File: src/rtl/apb3_bridge_pkg.sv
// Shared types and constants for the APB3 slot bridge and its watchdog.
package apb3_bridge_pkg;

    localparam int unsigned SLOT_FIELD_W = 4;
    localparam int unsigned MAX_SLOTS    = 16;
    localparam int unsigned WDOG_W       = 16;

    typedef enum logic [1:0] {
        StIdle,
        StSetup,
        StAccess,
        StDone
    } bridge_state_e;

    typedef logic [SLOT_FIELD_W-1:0] slot_idx_t;

    function automatic logic [MAX_SLOTS-1:0] slot_onehot(input slot_idx_t idx);
        return MAX_SLOTS'(1) << idx;
    endfunction

endpackage

File: src/rtl/apb3_bridge_wdog.sv
// ACCESS-phase watchdog for the APB3 slot bridge; instantiated only when
// APB3_BRIDGE_TIMEOUT_EN is defined.
module apb3_bridge_wdog
    import apb3_bridge_pkg::*;
#(
    parameter int unsigned Limit = 255
) (
    input  logic clk_i,
    input  logic rst_ni,
    input  logic clr_i,
    input  logic en_i,
    output logic expired_o
);

    logic [WDOG_W-1:0] cnt_q;

    // Expires during the Limit-th enabled cycle, so the caller can still let a
    // same-cycle slave response take priority.
    assign expired_o = en_i && (cnt_q == WDOG_W'(Limit - 1));

    always_ff @(posedge clk_i or negedge rst_ni) begin
        if (!rst_ni) begin
            cnt_q <= '0;
        end else if (clr_i) begin
            cnt_q <= '0;
        end else if (en_i && !expired_o) begin
            cnt_q <= cnt_q + WDOG_W'(1);
        end
    end

endmodule

File: src/rtl/apb3_slot_bridge.sv
// Registered APB3 bridge: one master to up to 16 decoded slave slots.
// Optional ACCESS watchdog enabled by defining APB3_BRIDGE_TIMEOUT_EN.
module apb3_slot_bridge
    import apb3_bridge_pkg::*;
#(
    parameter int unsigned NUM_SLOTS   = 3,
    parameter int unsigned DATA_W      = 32,
    parameter int unsigned ADDR_W      = 32,
    parameter int unsigned SLOT_LSB    = 12,
    parameter int unsigned TIMEOUT_CYC = 255
) (
    input  logic                          PCLK,
    input  logic                          PRESETN,
    input  logic                          PSEL,
    input  logic                          PENABLE,
    input  logic                          PWRITE,
    input  logic [ADDR_W-1:0]             PADDR,
    input  logic [DATA_W-1:0]             PWDATA,
    output logic [DATA_W-1:0]             PRDATA,
    output logic                          PREADY,
    output logic                          PSLVERR,
    output logic [NUM_SLOTS-1:0]          PSELS,
    output logic                          PENABLES,
    output logic                          PWRITES,
    output logic [ADDR_W-1:0]             PADDRS,
    output logic [DATA_W-1:0]             PWDATAS,
    input  logic [NUM_SLOTS*DATA_W-1:0]   PRDATAS,
    input  logic [NUM_SLOTS-1:0]          PREADYS,
    input  logic [NUM_SLOTS-1:0]          PSLVERRS
);

    localparam logic [ADDR_W-1:0] ADDR_MASK = (ADDR_W'(1) << SLOT_LSB) - ADDR_W'(1);

    bridge_state_e                 state_q;
    slot_idx_t                     idx_q;
    slot_idx_t                     req_idx;
    logic                          req_mapped;
    logic [MAX_SLOTS-1:0]          ready_ext;
    logic [MAX_SLOTS-1:0]          err_ext;
    logic [MAX_SLOTS*DATA_W-1:0]   rdata_ext;
    logic [DATA_W-1:0]             slot_rdata;
    logic                          slot_ready;
    logic                          slot_err;
    logic                          wdog_expired;
    logic                          unused_paddr;

    assign req_idx    = PADDR[SLOT_LSB +: SLOT_FIELD_W];
    assign req_mapped = 32'(req_idx) < NUM_SLOTS;

    // Widen the slave buses to the full 16-slot space so the 4-bit index never
    // selects outside the vector.
    assign ready_ext  = MAX_SLOTS'(PREADYS);
    assign err_ext    = MAX_SLOTS'(PSLVERRS);
    assign rdata_ext  = (MAX_SLOTS*DATA_W)'(PRDATAS);
    assign slot_ready = ready_ext[idx_q];
    assign slot_err   = err_ext[idx_q];
    assign slot_rdata = rdata_ext[32'(idx_q)*DATA_W +: DATA_W];

    assign unused_paddr = ^PADDR[ADDR_W-1:SLOT_LSB+SLOT_FIELD_W];

`ifdef APB3_BRIDGE_TIMEOUT_EN
    apb3_bridge_wdog #(
        .Limit     (TIMEOUT_CYC)
    ) u_wdog (
        .clk_i     (PCLK),
        .rst_ni    (PRESETN),
        .clr_i     (state_q == StSetup),
        .en_i      (state_q == StAccess),
        .expired_o (wdog_expired)
    );
`else
    logic unused_timeout_cfg;

    assign wdog_expired       = 1'b0;
    assign unused_timeout_cfg = ^WDOG_W'(TIMEOUT_CYC);
`endif

    always_ff @(posedge PCLK or negedge PRESETN) begin
        if (!PRESETN) begin
            state_q  <= StIdle;
            idx_q    <= '0;
            PRDATA   <= '0;
            PREADY   <= 1'b0;
            PSLVERR  <= 1'b0;
            PSELS    <= '0;
            PENABLES <= 1'b0;
            PWRITES  <= 1'b0;
            PADDRS   <= '0;
            PWDATAS  <= '0;
        end else begin
            unique case (state_q)
                StIdle: begin
                    if (PSEL && !PENABLE) begin
                        idx_q   <= req_idx;
                        PADDRS  <= PADDR & ADDR_MASK;
                        PWDATAS <= PWDATA;
                        PWRITES <= PWRITE;
                        if (req_mapped) begin
                            PSELS   <= NUM_SLOTS'(slot_onehot(req_idx));
                            state_q <= StSetup;
                        end else begin
                            // Unmapped slot: answer the master directly with an error.
                            PRDATA  <= '0;
                            PREADY  <= 1'b1;
                            PSLVERR <= 1'b1;
                            state_q <= StDone;
                        end
                    end
                end
                StSetup: begin
                    PENABLES <= 1'b1;
                    state_q  <= StAccess;
                end
                StAccess: begin
                    if (slot_ready) begin
                        PRDATA   <= PWRITES ? '0 : slot_rdata;
                        PSLVERR  <= slot_err;
                        PREADY   <= 1'b1;
                        PSELS    <= '0;
                        PENABLES <= 1'b0;
                        state_q  <= StDone;
                    end else if (wdog_expired) begin
                        PRDATA   <= '0;
                        PSLVERR  <= 1'b1;
                        PREADY   <= 1'b1;
                        PSELS    <= '0;
                        PENABLES <= 1'b0;
                        state_q  <= StDone;
                    end
                end
                StDone: begin
                    PREADY  <= 1'b0;
                    PSLVERR <= 1'b0;
                    state_q <= StIdle;
                end
                default: begin
                    state_q <= StIdle;
                end
            endcase
        end
    end

endmodule

File: config.mk
export PLATFORM = sky130hd
export DESIGN_NAME = apb3_slot_bridge
export DESIGN_NICKNAME = d
export VERILOG_FILES = /design/src/rtl/apb3_bridge_pkg.sv /design/src/rtl/apb3_bridge_wdog.sv /design/src/rtl/apb3_slot_bridge.sv
export SDC_FILE = /design/constraint.sdc
export NUM_CORES = 1
export LEC_CHECK = 0
export CELL_PAD_IN_SITES_DETAIL_PLACEMENT = 1
export CELL_PAD_IN_SITES_GLOBAL_PLACEMENT = 1
export CORE_MARGIN = 2
export CORE_UTILIZATION = 26
export CTS_CLUSTER_DIAMETER = 150
export CTS_CLUSTER_SIZE = 25
export DETAILED_ROUTE_END_ITERATION = 10
export GPL_TIMING_DRIVEN = 0
export PLACE_DENSITY = 0.87
export SYNTH_ARGS = -nofsm -noshare
export SYNTH_HDL_FRONTEND = slang
export SYNTH_HIERARCHICAL = 1
export SYNTH_SLANG_ARGS = --single-unit
File: constraint.sdc
create_clock -name PCLK -period 2.09 [get_ports PCLK]
set_input_delay 0.3135 -clock PCLK [delete_from_list [all_inputs] [get_ports PCLK]]
set_output_delay 0.3135 -clock PCLK [all_outputs]
set_load 0.05 [all_outputs]
# Yosys cells after proc, flatten, opt, wreduce, memory -nomap -nowiden
# Cells that the tools add are included.
# word_totals
inputBits	171
mem_count	0
latchBits	0
regBits	89
rom_bits	0
wordCells	58
ram_bits	0
# op_classes
n_div	0
add_sub_neg	0
n_shift	2
mux	25
n_mul	0
n_eq_ne	7
n_bitwise	0
n_reduce_logical	12
magnitude_cmp	2
# op_table
op	n
$shiftx A512 B10 Y32	1
$mux W32	4
$pmux W32 S2	1
$reduce_and A4 Y1	3
$mux W3	3
$bmux W1 S4	2
$ne A2 B2 Y1 const B	4
$pmux W2 S4	1
$mux W1	7
$mux W2	3
$pmux W1 S3	2
$pmux W3 S2	1
$reduce_and A2 Y1	3
$lt A4 B5 Y1 const B	1
$eq A2 B2 Y1 const B	2
$lt A4 B2 Y1 const B	1
$reduce_bool A2 Y1	2
$shl A1 B4 Y3 const A	1
$reduce_bool A3 Y1	1
$eq A2 B1 Y1 const B	1
$logic_not A2 Y1	1
$pmux W1 S2	1
$logic_and A1 B1 Y1	1
$logic_not A1 Y1	1

# Longest topological paths before layout
# logic_depth
word_depth	4
depth_mapped	8
mapped_depth_nobuf	6

# Worst setup path after synthesis
# OpenSTA, ideal clock, no wires.
# synth_timing
path_kind	flip-flop to flip-flop
startpoint	reg state_q[0]
endpoint	reg PRDATA[0]
setup_time_ns	0.125
n_path_buf	2
synth_period_minus_slack_ns	2.099
stages_incl_launch_ff	9
path_slack_ns	-0.009
arrival_ns	1.974
path_cell_list	dfrtp_1 > inv_1 > ha_1 > clkbuf_1 > o21a_1 > a31o_4 > nor3b_4 > buf_6 > mux2_4
# synth_via
elab_chain_len	3
# synth_rtl
item	line	source
start, declared	apb3_slot_bridge.sv:34	bridge_state_e state_q;
start signal, assigned	apb3_slot_bridge.sv:80	state_q <= StIdle;
start signal, assigned	apb3_slot_bridge.sv:100	state_q <= StSetup;
start signal, assigned	apb3_slot_bridge.sv:106	state_q <= StDone;
$eq A2 B2 Y1 or $logic_not A2 Y1 (tied branches)	apb3_slot_bridge.sv:91	unique case (state_q)
$ne A2 B2 Y1 (no source line) or $reduce_bool A2 Y1 (tied branches)	-	
$reduce_and A4 Y1 (no source line)	-	
end signal, assigned	apb3_slot_bridge.sv:116	PRDATA <= PWRITES ? '0 : slot_rdata;
end, declared	apb3_slot_bridge.sv:19	output logic [DATA_W-1:0] PRDATA,
# Parallel ways exist; a longest one is shown, timed or not.
# A chain may end at the register's enable or synchronous reset.

# Worst setup path after layout
# layout_timing
startpoint	reg state_q[1]
endpoint	reg PRDATA[28]
# Same word-level chain as after synthesis.

==> flow_metrics.py <==
metrics = {
    "route": {
        "dr.pass1.iters": 4,
        "wirelength_um": 16100,
        "initialDrtViolationCount": 100,
        "detail-route-antenna-nets": 0,
        "drcViolationCount": 0,
        "wire_per_inst_um": 17.7,
        "vias": 4022,
        "viasPerCell": 4.44,
    },
    "sta": {
        "slew_headroom": 0.586,
        "fin_crit_ps": 2020,
        "hold_viol_final": 0,
        "rsz0062_at_grt": "yes",
        "drv_slew": 0,
        "post-route-period-util": 0.969,
        "max_freq_mhz": 494,
        "tightest_slew_ps": 621,
        "setup_viol": 0,
        "fin_worst_skew_ps": 12.9,
    },
    "critical_path": {
        "worstPathMaxFanout": 10,
        "startpoint_type": "register",
        "critical_path_class": "register to register",
        "cp.required_ps": 2310,
        "r2r_start": "state_q[1]",
        "cp_data_arrival_time_ps": 2250,
        "r2r_cells": 7,
        "timing.rr.end": "PRDATA[28]",
        "r2r_slack_ps": 70,
        "endpoint_kind": "register",
    },
    "clock_network": {
        "clkSinkCount": 89,
        "clkLatencyLatePin_ps": 350,
        "cts_tree": "done",
        "clockRootBuffer": "clkbuf_16",
        "path_clk_slew_ps": 80,
        "cts_max_level": 3,
        "cts-buffers-inserted": 9,
        "clk_path_buf_depth": 2,
    },
    "power": {
        "power.share.switching": 0.472,
        "power.density_nw_per_um2": 1570,
        "total_power_mw": 12.5,
        "power_switching_mw": 5.88,
        "p_int_mw": 6.58,
        "pwr-share-seq": 0.237,
        "p_comb_frac": 0.632,
        "p_leak_nw": 3.43,
        "p_clk_frac": 0.130,
        "ir_drop_mv": 0.987,
    },
    "logic_synthesis": {
        "yosys.area.top_type": "dfrtp_1",
        "synth-edff-count": 0,
        "syn-mean-instance-area_sq_um": 12.0,
        "yosys-top-cells-area": "dfrtp_1 47%, mux2_2 13%, mux2_4 9.5%, mux2i_1 7.6%, or2_2 4.3%",
        "synth_flop_cell": "dfrtp_1",
        "yosysWarnings": 6,
        "synth_top_area_share": 0.467,
        "synth_area_sq_um": 4770,
        "ys_types": 36,
        "async_flop_share": 1.00,
        "ys_seq_elements": 89,
        "ys_seq_area_frac": 0.467,
        "syn-instance-count": 397,
    },
    "grt": {
        "grt_pass1_vias": 4468,
        "grt_max_degree": 55,
        "grt_pass1_wl_um": 25100,
        "gr-total-overflow": 0,
        "grt.total_usage": 0.165,
        "grt_antenna_before_repair": 0,
    },
    "status": {
        "outcome": "finished, final reports clean",
    },
    "layout": {
        "final_cell_mix": "236 x clkdlybuf4s50_1, 88 x dfrtp_1, 54 x mux2_2, 36 x mux2i_1, 35 x a21oi_1",
        "multi_input_area_sq_um": 2340,
        "drive_gt1_frac": 0.276,
        "final_common_cell": "clkdlybuf4s50_1",
        "nets": 848,
        "register_area_sq_um": 2230,
        "fin_cells": 906,
        "fillCellCount": 1920,
        "n_antenna_cell": 0,
        "syn_to_final_growth_pct": 66.6,
    },
    "floorplan": {
        "dieArea_sq_um": 19400,
        "ios": 274,
        "initial_core_util": 0.265,
        "num_rows": 49,
        "die_y_um": 139,
        "core-area_sq_um": 18000,
        "die_w_um": 139,
    },
    "placed_design": {
        "place_congestion": 0.821,
        "io_buffer_count": 237,
        "post-dp-hpwl_um": 12400,
        "dp.cells": 883,
    },
    "run": {
        "maxCapViolCount": 0,
    },
    "worst_hold_path": {
        "hold_class": "input port to asynchronous set/reset pin",
    },
}
==> flip-flops by register name (all words and copies together), names as in the netlist <==
signal    cells
PADDRS       12
PSELS         3
PENABLES      1
PWDATAS      32
PRDATA       32
state_q       2
PREADY        1
PWRITES       1
PSLVERR       1
idx_q         4
==> synthesized netlist by cell type, types with 5 or more instances <==
cell type,number
buf_4,20
or2_2,33
inv_1,7
dfrtp_1,89
mux2_2,54
nand2_1,34
ha_1,5
mux2i_1,36
mux2_4,30
a21oi_1,35
clkbuf_1,12
==> final cells by class <==
type	instances	share of cell area
Clock inverter	7	0.00851
Inverter	7	0.00331
Multi-Input combinational cell	276	0.295
Timing Repair Buffer	246	0.311
Tap cell	229	0.0361
Buffer	43	0.0369
Clock buffer	9	0.0284
Sequential cell	89	0.281
==> worst max-delay path by stage <==
stage	start	to	slack, ps	depth (start not counted)
global route	state_q[1]	PRDATA[8]	-1	7
floorplan	state_q[0]	PRDATA[0]	9	8
finish	state_q[1]	PRDATA[28]	70	7
CTS	state_q[1]	PWDATAS[24]	20	7
detailed placement	PENABLE	PRDATA[27]	-410	6
global placement	PRESETN	PRDATA[29]	-2810	1
==> cells by family (layout without fill, tap and decap cells) <==
family	Yosys count	count (layout)	share of synthesized area
compound gates	45	45	0.0567
buf+inv	51	312	0.0633
mux	121	121	0.300
fa+ha+maj	5	5	0.0131
flops	89	89	0.467
other cells	1	20	0.000787
simple gates	85	85	0.0987
==> per-layer routing <==
layer / share of wire / global-route usage
met2: 0.49 / 0.286
met1: 0.41 / 0.189
met3: 0.10 / 0.0705
met4: 0.0075 / 0.0362
met5: 0 / 0
==> repair_timing <==
| action | in CTS | in global routing |
|---|---|---|
| hold buffers | 1 | 0 |
| setup endpoints to repair | 46 | 69 |
| hold endpoints to repair | 35 | 0 |
| buffers inserted | 7 | 0 |
| pin swaps | 3 | 0 |
| gates resized for setup | 7 | 15 |
==> metrics by stage <==
step	setup TNS, ps	instance area (sq um)	hold slack (ps)	util	worst slack [ps]
after global routing	-2.43	7940	507	0.442	-1.45
after global placement	-268510	7500	479	0.417	-2810
after CTS	0	7910	490	0.440	15.0
after floorplan	0	4840	17.9	-	8.91
after detailed placement	-16890	7520	326	0.419	-414
final	0	7940	471	0.442	65.8
==> power groups by stage <==
| stage | Sequential [mW] | Combinational [mW] | Clock (mW) |
|---|---|---|---|
| after global routing | 3.06 | 8.32 | 1.76 |
| after detailed placement | 2.98 | 7.71 | 0 |
| after floorplan | 5.35 | 2.71 | 0 |
| after global placement | 2.93 | 7.60 | 0 |
| after CTS | 2.96 | 7.91 | 1.69 |
| final | 2.96 | 7.88 | 1.63 |
==> worst max-delay path: stages, from the launching register on <==
cell     delay (ps)
dfrtp_2         450
ha_4            200
o21a_1          150
a31o_4          240
nor3b_4         230
buf_12          150
buf_8           160
mux2_4          310
(Power assumes the default switching activity.)
